### src/rtl/neuron_buffer_swap_ctrl_if.sv
`default_nettype none
// +----------------------------------------------------------------------------+
// | Module   : neuron_buffer_swap_ctrl_if                                       |
// | Brief    : Layer request / buffer address bus of the neuron swap controller |
// | Revision : 1.0                                                              |
// +----------------------------------------------------------------------------+
interface neuron_buffer_swap_ctrl_if #(
  parameter int A = 7
);
  logic         start;
  logic [A:0]   layerLen;
  logic         stall;
  logic         readBufferSelect;
  logic [A-1:0] readBuffAddress;
  logic         readValid;
  logic [A-1:0] writeBuffAddress;
  logic         writeEnable;
  logic         busy;
  logic         done;

  modport master (
    output start, layerLen, stall,
    input  readBufferSelect, readBuffAddress, readValid,
    input  writeBuffAddress, writeEnable, busy, done
  );

  modport slave (
    input  start, layerLen, stall,
    output readBufferSelect, readBuffAddress, readValid,
    output writeBuffAddress, writeEnable, busy, done
  );
endinterface
`default_nettype wire

### src/rtl/neuron_buffer_swap_ctrl.sv
`default_nettype none
// +----------------------------------------------------------------------------+
// | Module   : neuron_buffer_swap_ctrl                                          |
// | Brief    : Ping-pong neuron buffer controller: read a layer, write results  |
// |            LAT cycles later, then swap read/write buffers                   |
// | Revision : 1.0                                                              |
// +----------------------------------------------------------------------------+
module neuron_buffer_swap_ctrl #(
  parameter int A   = 7,
  parameter int LAT = 3
) (
  input  logic                    clk,
  input  logic                    reset,
  neuron_buffer_swap_ctrl_if.slave ctrl_if
);

  typedef enum logic [1:0] {
    IDLE  = 2'd0,
    RUN   = 2'd1,
    DRAIN = 2'd2,
    SWAP  = 2'd3
  } state_t;

  localparam logic [A:0] c_one = {{A{1'b0}}, 1'b1};

  state_t         state_q;
  logic [A:0]     len_q;
  logic [A:0]     rd_cnt_q;
  logic [A:0]     wr_cnt_q;
  logic [A:0]     wr_cnt_d;
  logic [LAT-1:0] vld_q;
  logic           sel_q;
  logic           rd_fire;
  logic           wr_fire;

  assign rd_fire  = (state_q == RUN) && !ctrl_if.stall;
  assign wr_fire  = vld_q[LAT-1] && !ctrl_if.stall;
  // Counts are A+1 bits so a full 2^A layer terminates without wrapping.
  assign wr_cnt_d = wr_cnt_q + {{A{1'b0}}, wr_fire};

  always_ff @(posedge clk) begin
    if (reset) begin
      state_q  <= IDLE;
      len_q    <= '0;
      rd_cnt_q <= '0;
      wr_cnt_q <= '0;
      vld_q    <= '0;
      sel_q    <= 1'b0;
    end else begin
      if (!ctrl_if.stall) begin
        vld_q[0] <= rd_fire;
        for (int i = 1; i < LAT; i++) begin
          vld_q[i] <= vld_q[i-1];
        end
      end
      wr_cnt_q <= wr_cnt_d;

      case (state_q)
        IDLE: begin
          if (ctrl_if.start && (ctrl_if.layerLen != '0)) begin
            len_q    <= ctrl_if.layerLen;
            rd_cnt_q <= '0;
            wr_cnt_q <= '0;
            state_q  <= RUN;
          end
        end
        RUN: begin
          if (rd_fire) begin
            rd_cnt_q <= rd_cnt_q + c_one;
            if (rd_cnt_q == (len_q - c_one)) begin
              state_q <= DRAIN;
            end
          end
        end
        DRAIN: begin
          if (wr_cnt_d == len_q) begin
            state_q <= SWAP;
          end
        end
        SWAP: begin
          sel_q   <= ~sel_q;
          state_q <= IDLE;
        end
        default: state_q <= IDLE;
      endcase
    end
  end

  assign ctrl_if.readBufferSelect = sel_q;
  assign ctrl_if.readBuffAddress  = rd_cnt_q[A-1:0];
  assign ctrl_if.readValid        = rd_fire;
  assign ctrl_if.writeBuffAddress = wr_cnt_q[A-1:0];
  assign ctrl_if.writeEnable      = wr_fire;
  assign ctrl_if.busy             = (state_q != IDLE);
  assign ctrl_if.done             = (state_q == SWAP);

endmodule
`default_nettype wire

### src/flat_wrapper.sv
// flat-port wrapper written by rule: the top's interface ports become plain ports
module neuron_buffer_swap_ctrl_flat 
#(
  parameter int A   = 7,
  parameter int LAT = 3
)
  (clk, reset, ctrl_if_start, ctrl_if_layerLen, ctrl_if_stall, ctrl_if_readBufferSelect, ctrl_if_readBuffAddress, ctrl_if_readValid, ctrl_if_writeBuffAddress, ctrl_if_writeEnable, ctrl_if_busy, ctrl_if_done);
  neuron_buffer_swap_ctrl_if #(.A(A)) ctrl_if_i ();
  input  logic clk;
  input  logic reset;
  input wire logic [$bits(ctrl_if_i.start)-1:0] ctrl_if_start;
  input wire logic [$bits(ctrl_if_i.layerLen)-1:0] ctrl_if_layerLen;
  input wire logic [$bits(ctrl_if_i.stall)-1:0] ctrl_if_stall;
  output wire logic [$bits(ctrl_if_i.readBufferSelect)-1:0] ctrl_if_readBufferSelect;
  output wire logic [$bits(ctrl_if_i.readBuffAddress)-1:0] ctrl_if_readBuffAddress;
  output wire logic [$bits(ctrl_if_i.readValid)-1:0] ctrl_if_readValid;
  output wire logic [$bits(ctrl_if_i.writeBuffAddress)-1:0] ctrl_if_writeBuffAddress;
  output wire logic [$bits(ctrl_if_i.writeEnable)-1:0] ctrl_if_writeEnable;
  output wire logic [$bits(ctrl_if_i.busy)-1:0] ctrl_if_busy;
  output wire logic [$bits(ctrl_if_i.done)-1:0] ctrl_if_done;
  assign ctrl_if_i.start = ctrl_if_start;
  assign ctrl_if_i.layerLen = ctrl_if_layerLen;
  assign ctrl_if_i.stall = ctrl_if_stall;
  assign ctrl_if_readBufferSelect = ctrl_if_i.readBufferSelect;
  assign ctrl_if_readBuffAddress = ctrl_if_i.readBuffAddress;
  assign ctrl_if_readValid = ctrl_if_i.readValid;
  assign ctrl_if_writeBuffAddress = ctrl_if_i.writeBuffAddress;
  assign ctrl_if_writeEnable = ctrl_if_i.writeEnable;
  assign ctrl_if_busy = ctrl_if_i.busy;
  assign ctrl_if_done = ctrl_if_i.done;
  neuron_buffer_swap_ctrl #(.A(A), .LAT(LAT)) u_core (.clk(clk), .reset(reset), .ctrl_if(ctrl_if_i));
endmodule
### config.mk
export PLATFORM = sky130hd
export DESIGN_NAME = neuron_buffer_swap_ctrl_flat
export DESIGN_NICKNAME = d
export VERILOG_FILES = /design/src/rtl/neuron_buffer_swap_ctrl_if.sv /design/src/rtl/neuron_buffer_swap_ctrl.sv /design/src/flat_wrapper.sv
export SDC_FILE = /design/constraint.sdc
export NUM_CORES = 1
export LEC_CHECK = 0
export BUFFER_PORTS_ARGS = -buffer_cell sky130_fd_sc_hd__clkbuf_2
export CELL_PAD_IN_SITES_DETAIL_PLACEMENT = 2
export CELL_PAD_IN_SITES_GLOBAL_PLACEMENT = 2
export CORE_MARGIN = 5
export CORE_UTILIZATION = 30
export DETAILED_ROUTE_END_ITERATION = 6
export GPL_ROUTABILITY_DRIVEN = 0
export PLACE_DENSITY = 0.8
export SLEW_MARGIN = 10
export SYNTH_ARGS = -nofsm -noshare
export SYNTH_HDL_FRONTEND = slang
export SYNTH_SLANG_ARGS = --single-unit
### constraint.sdc
create_clock -name clk -period 2.1 [get_ports clk]
set_input_delay 0.315 -clock clk [delete_from_list [all_inputs] [get_ports clk]]
set_output_delay 0.315 -clock clk [all_outputs]
set_load 0.03 [all_outputs]
==> results of run 1 <==
==> layout by cell type, fill, tap and decap left out, types with 3 or more instances in the layout <==
master    count
inv_1         7
nor2_1       23
xnor3_1       3
nand2_1      25
dfxtp_2       3
nand4_1       4
nand3_1      12
nand2b_1      3
mux2i_1       3
nor3_1        5
clkbuf_8      5
ha_1          5
dfxtp_1      27
a21oi_1      13
buf_4        20
xor2_1       12
xnor2_1      12
clkbuf_2     30
and3_1        3
==> sequential cells by signal, summed over array words and instances (netlist names) <==
name,flops
u_core.vld_q,3
u_core.rd_cnt_q,8
u_core.ctrl_if.readBufferSelect,1
u_core.state_q,2
u_core.len_q,8
u_core.wr_cnt_q,8
==> metrics by stage <==
stage | hold slack (ns) | worst slack, ns
after floorplan | 0.3841 | 0.003652
after global placement | 0.4579 | -0.1064
after detailed placement | 0.4886 | -0.2415
after CTS | 0.2719 | -0.04288
after global routing | 0.2963 | -0.2164
final | 0.2787 | -0.06794
==> cell type report <==
class | count | share of cell area [%]
Sequential cell | 30 | 26.18
Inverter | 7 | 1.138
Clock buffer | 7 | 3.306
Tap cell | 75 | 4.065
Multi-Input combinational cell | 159 | 51.00
Clock inverter | 1 | 1.301
Timing Repair Buffer | 50 | 13.01
==> layer usage <==
metal / GRT usage [%] / vias to the layer above / routed length (um)
li1: - / 800 / -
met1: 15.97 / 816 / 2292
met2: 29.89 / 17 / 3135
met3: 3.259 / 8 / 132
met4: 4.121 / 0 / 63
met5: 0 / - / 0
==> cells by family (layout without fill, tap and decap cells) <==
kind of cell,count (synthesis),in the layout
and+or+nand+nor,86,86
AOI/OAI and AO/OA,32,32
xor gates and xnor gates,30,30
DFF,30,30
buffers and inverters,30,65
adders and majority gates,8,8
muxes,3,3
==> worst paths after layout <==
path                  endpoint  slack (ns)  depth (start not counted)
max          u_core.state_q[1]       -0.07                          9
min reg2reg    u_core.vld_q[0]        0.48                          2
min            u_core.len_q[3]        0.28                          3
max reg2reg  u_core.state_q[1]       -0.07                          9
==> power by group through the flow <==
stage	combinational, mW	sequential [mW]	clock [mW]
after floorplan	0.645	0.687	0
after global placement	0.855	0.706	0
after detailed placement	0.891	0.710	0
after CTS	0.922	0.698	0.605
after global routing	1.04	0.709	0.627
final	0.933	0.701	0.590
==> critical path: cells and delay by family, from the launching register on <==
| kind | cells | cell delay (ns) |
|---|---|---|
| simple gates | 3 | 0.58 |
| fa+ha+maj | 2 | 0.34 |
| flops | 1 | 0.32 |
| compound gates | 1 | 0.31 |
| xor+xnor | 2 | 0.30 |
| mux | 1 | 0.23 |
==> cell usage after synthesis, drive strengths merged, types with 2 or more instances <==
cell / n
nor2: 23
o31ai: 2
a21o: 2
inv: 7
o21a: 2
dfxtp: 30
a21oi: 13
xor2: 12
nor4: 4
nand2: 25
nor3: 7
xnor3: 3
a211o: 2
o21ai: 2
and3: 3
nand4: 4
ha: 8
buf: 18
clkbuf: 5
mux2i: 3
nand3: 14
xnor2: 15
nand2b: 3
==> timing repair <==
item	4_1_cts	5_1_grt
resized for setup	13	3
setup endpoints to repair	2	4
pin swaps	9	1
==> impl_metrics.yaml, run 1 <==
drt:
  drtAntennaViolNets: 0
  vias_per_cell: 4.988
  route.vias.total: 1641
  routed_wl_mm: 5.623
  dr.pass1.iters: 4
  first_iter_violations: 36
  wl_per_cell_um: 17.09
  remaining_drc_errors: 0
synthesis:
  synth_seq_area_share_pct: 32.37
  syn_area_per_cell_um2: 8.473
  synthSimpleGateAreaFrac_pct: 21.71
  synth_top_family_by_area: "simple AND/OR/NAND/NOR gates"
  synth-edff-count: 0
  synth_mux_area_share_pct: 1.618
  synthAdderAreaFrac_pct: 5.394
  netlist_area_mm2: 0.001856
  async_reset_ff_share_pct: 0
  syn_inst: 219
  synth_compound_area_share_pct: 12.88
  yosys-top-cells-area: "dfxtp_1 (32%), xnor2_1 (7.1%), buf_4 (6.1%)"
  synth_top_area_share_pct: 32.37
  synth-xor-area-share_pct: 16.39
  synth_top_area_cell: "dfxtp_1"
  synth-main-ff-cell: "dfxtp_1"
  syn_nets: 239
  ys.warnings.count: 0
  ys_types: 41
  ys_ff_latch: 30
die:
  ios: 31
  rows: 28
  core_area_mm2: 0.005956
  fp.dieH_um: 88.65
  die_w_um: 88.65
  start_util_pct: 31.16
  die_area_mm2: 0.007858
sta:
  drv_slew: 0
  hold_viol: 0
  rsz0062_at_grt: "yes"
  fin_worst_skew_ns: 0.01239
  postLayoutSetupSlackWorst_ns: -0.06794
  fmax_mhz: 461.3
  finalCriticalPeriod_ns: 2.168
  worst_pin_slew_ns: 0.4430
  maxSlewHeadroom_pct: 70.20
  setup_viol: 2
  final.period_utilization_pct: 103.2
  final.setup.tns_ns: -0.06919
layout:
  instances_no_fill: 329
  syn_to_final_growth_pct: 24.41
  num-nets-final: 273
  fin_area_mm2: 0.002308
  final_util_pct: 38.76
  register_area_um2: 604.3
  drive_gt1_share_pct: 31.10
  antenna_cells: 0
  multi_input_area_mm2: 0.001177
  fillers: 697
pwr:
  p_int_mw: 1.366
  ir_drop_mv: 0.4801
  power_mw: 2.224
  combPwrFrac_pct: 42.0
  p_leak_nw: 0.9781
  power.share.sequential_pct: 31.5
  p_per_area_mw_per_mm2: 963.3
  p_sw_mw: 0.8582
  swShare_pct: 38.59
  pwr-share-clk_pct: 26.5
worst_setup_path:
  crit_start: "u_core.vld_q[2]"
  required_ns: 2.31
  start_kind: "flop"
  critPathMaxFanout: 2
  critPathMaxStageDelay_ns: 0.32
  cp_data_arrival_time_ns: 2.38
  rr_startpoint: "u_core.vld_q[2]"
  crit_chain: "nor2b_4, ha_4, ha_4, xnor2_4, xnor2_2, nor4_2, nand4_1, a221oi_2, mux2i_1"
  critPathKind: "reg -> reg"
  cp_slowest_cell: "dfxtp_2"
  worstSetupEndpointType: "flop"
  crit_path_frequent_cell: "ha_4"
global_routing:
  globalRouteTotalUtil_pct: 15.18
  grt_pass1_vias: 1863
  grt_max_degree: 16
  globalRoute.totalOverflow: 0
  grt_pass1_wl_mm: 9.108
  antenna_found_initial: 0
cts:
  max-clock-path-buffers: 2
  postCtsHoldBufs: 0
  cts_sinks: 30
  htreeDepth: 2
  tritoncts: "yes"
  post_cts_buffers: 0
  root_buffer: "clkbuf_8"
  clk_pin_slew_ns: 0.07
  clk_latency_ns: 0.29
  cts_buffers: 5
placed_design:
  dp_hpwl_mm: 4.178
  place_area_mm2: 0.002117
  portBuffers: 30
  placed_cells: 321
outcome:
  status: "complete, but fails checks"
  failed_checks: "negative setup slack"
worst_hold_path:
  hold_path.startpoint: "ctrl_if_layerLen[3]"
  hold_class: "in -> reg"
flow_run:
  max_cap_viol_count: 0
Note: power is estimated with default switching activity, not from simulation.
==> inputs of run 2 (changes only) <==
==> constraint.sdc (replaced) <==
create_clock -name clk -period 2.1 [get_ports clk]
set_input_delay 0.42 -clock clk [delete_from_list [all_inputs] [get_ports clk]]
set_output_delay 0.42 -clock clk [all_outputs]
set_load 0.03 [all_outputs]
==> impl_metrics.yaml, run 2 (synthesis results as in run 1) <==
outcome:
  status: "complete, but fails checks"
  failed_checks: "negative setup slack"
layout:
  num-nets-final: 273
  fin_area_mm2: 0.002287
  fillers: 678
  register_area_um2: 601.8
  drive_gt1_share_pct: 29.13
  final_util_pct: 38.40
  final_common_cell: "clkbuf_2"
  instances_no_fill: 329
  final_cell_mix: "clkbuf_2 (30), dfxtp_1 (29), nand2_1 (25)"
  multi_input_area_mm2: 0.001170
  syn_to_final_growth_pct: 23.26
  antenna_cells: 0
  largest_registers: "u_core.len_q x8, u_core.rd_cnt_q x8, u_core.wr_cnt_q x8"
cts:
  max-clock-path-buffers: 2
  cts_sinks: 30
  root_buffer: "clkbuf_8"
  clk_pin_slew_ns: 0.08
  clk_latency_ns: 0.29
  htreeDepth: 2
  post_cts_buffers: 0
  cts_buffers: 5
  tritoncts: "yes"
worst_setup_path:
  cp_slowest_cell: "a221oi_2"
  worstSetupEndpointType: "flop"
  critPathKind: "reg -> reg"
  critPathMaxFanout: 3
  crit_path_frequent_cell: "ha_4"
  start_kind: "flop"
  crit_chain: "nor2b_4, ha_4, ha_4, xnor2_2, nand2_1, nor4_2, nand4_1, a221oi_2, mux2i_1"
  critPathMaxStageDelay_ns: 0.33
  required_ns: 2.32
  cp_data_arrival_time_ns: 2.34
sta:
  fin_worst_skew_ns: 0.01036
  setup_viol: 1
  postLayoutSetupSlackWorst_ns: -0.01563
  whs_ns: 0.3794
  drv_slew: 0
  worst_pin_slew_ns: 0.4545
  maxSlewHeadroom_pct: 69.70
  final.period_utilization_pct: 100.7
  hold_viol: 0
  final.setup.tns_ns: -0.01563
  fmax_mhz: 472.7
  rsz0062_at_grt: "yes"
  finalCriticalPeriod_ns: 2.116
drt:
  dr.pass1.iters: 4
  wl_per_cell_um: 16.08
  first_iter_violations: 37
  route.vias.total: 1612
  remaining_drc_errors: 0
  routed_wl_mm: 5.290
  vias_per_cell: 4.900
  drtAntennaViolNets: 0
placed_design:
  dp_hpwl_mm: 4.178
  portBuffers: 30
  place_area_mm2: 0.002142
  pre_cts_slack_ns: -0.3225
  placed_cells: 321
pwr:
  ir_drop_mv: 0.5807
  p_per_area_mw_per_mm2: 937.7
  p_leak_nw: 0.9698
  power_mw: 2.145
die:
  ios: 31
  die_area_mm2: 0.007858
  start_util_pct: 31.16
  die_w_um: 88.65
  rows: 28
  fp.dieH_um: 88.65
  core_area_mm2: 0.005956
worst_hold_path:
  hold_class: "in -> reg"
flow_run:
  max_cap_viol_count: 0
global_routing:
  globalRouteTotalUtil_pct: 14.85
  grt_max_degree: 16
  grt_pass1_wl_mm: 8.990
  globalRoute.totalOverflow: 0
  antenna_found_initial: 0
  grt_pass1_vias: 1803
-- run 2: final timing paths --
path,from,end,slack [ns],depth (start not counted)
worst min register to register,u_core.vld_q[0],u_core.vld_q[0],0.49,2
worst max register to register,u_core.vld_q[2],u_core.state_q[1],-0.02,9
worst max-delay path,u_core.vld_q[2],u_core.state_q[1],-0.02,9
worst min-delay path,ctrl_if_layerLen[4],u_core.len_q[4],0.38,3
-- run 2: layout make-up --
cell class | count | area share (%)
multi-input cells | 159 | 51.15
flip-flops and latches | 30 | 26.31
repair buffers | 50 | 13.13
well taps | 75 | 4.103
clock buffers | 6 | 3.611
inverters | 7 | 1.149
clock inverters | 2 | 0.5470
-- run 2: report_power, final --
part | internal (mW) | leakage, nW | switching [mW]
clock network | 0.264 | 0.0472 | 0.252
logic | 0.392 | 0.679 | 0.535
registers | 0.627 | 0.244 | 0.0745
-- run 2: critical path, delay by kind of cell (launching register included) --
kind | cells | cell delay [ns]
and+or+nand+nor | 4 | 0.64
adders and majority gates | 2 | 0.44
AOI/OAI and AO/OA | 1 | 0.33
DFF | 1 | 0.32
muxes | 1 | 0.21
xor gates and xnor gates | 1 | 0.10
-- run 2: what timing repair did --
action / CTS / global route
setup endpoints to repair: 2 / 2
gates resized for setup: 5 / 2
hold buffers: 0 / 0
pin swaps: 6 / 3
-- run 2: routing by layer --
| layer | vias up | global-route usage (%) | part of all wire (%) |
|---|---|---|---|
| li1 | 799 | - | - |
| met1 | 791 | 17.56 | 43 |
| met2 | 18 | 27.13 | 54 |
| met3 | 4 | 3.166 | 2.2 |
| met4 | 0 | 3.571 | 0.72 |
| met5 | - | 0 | 0 |
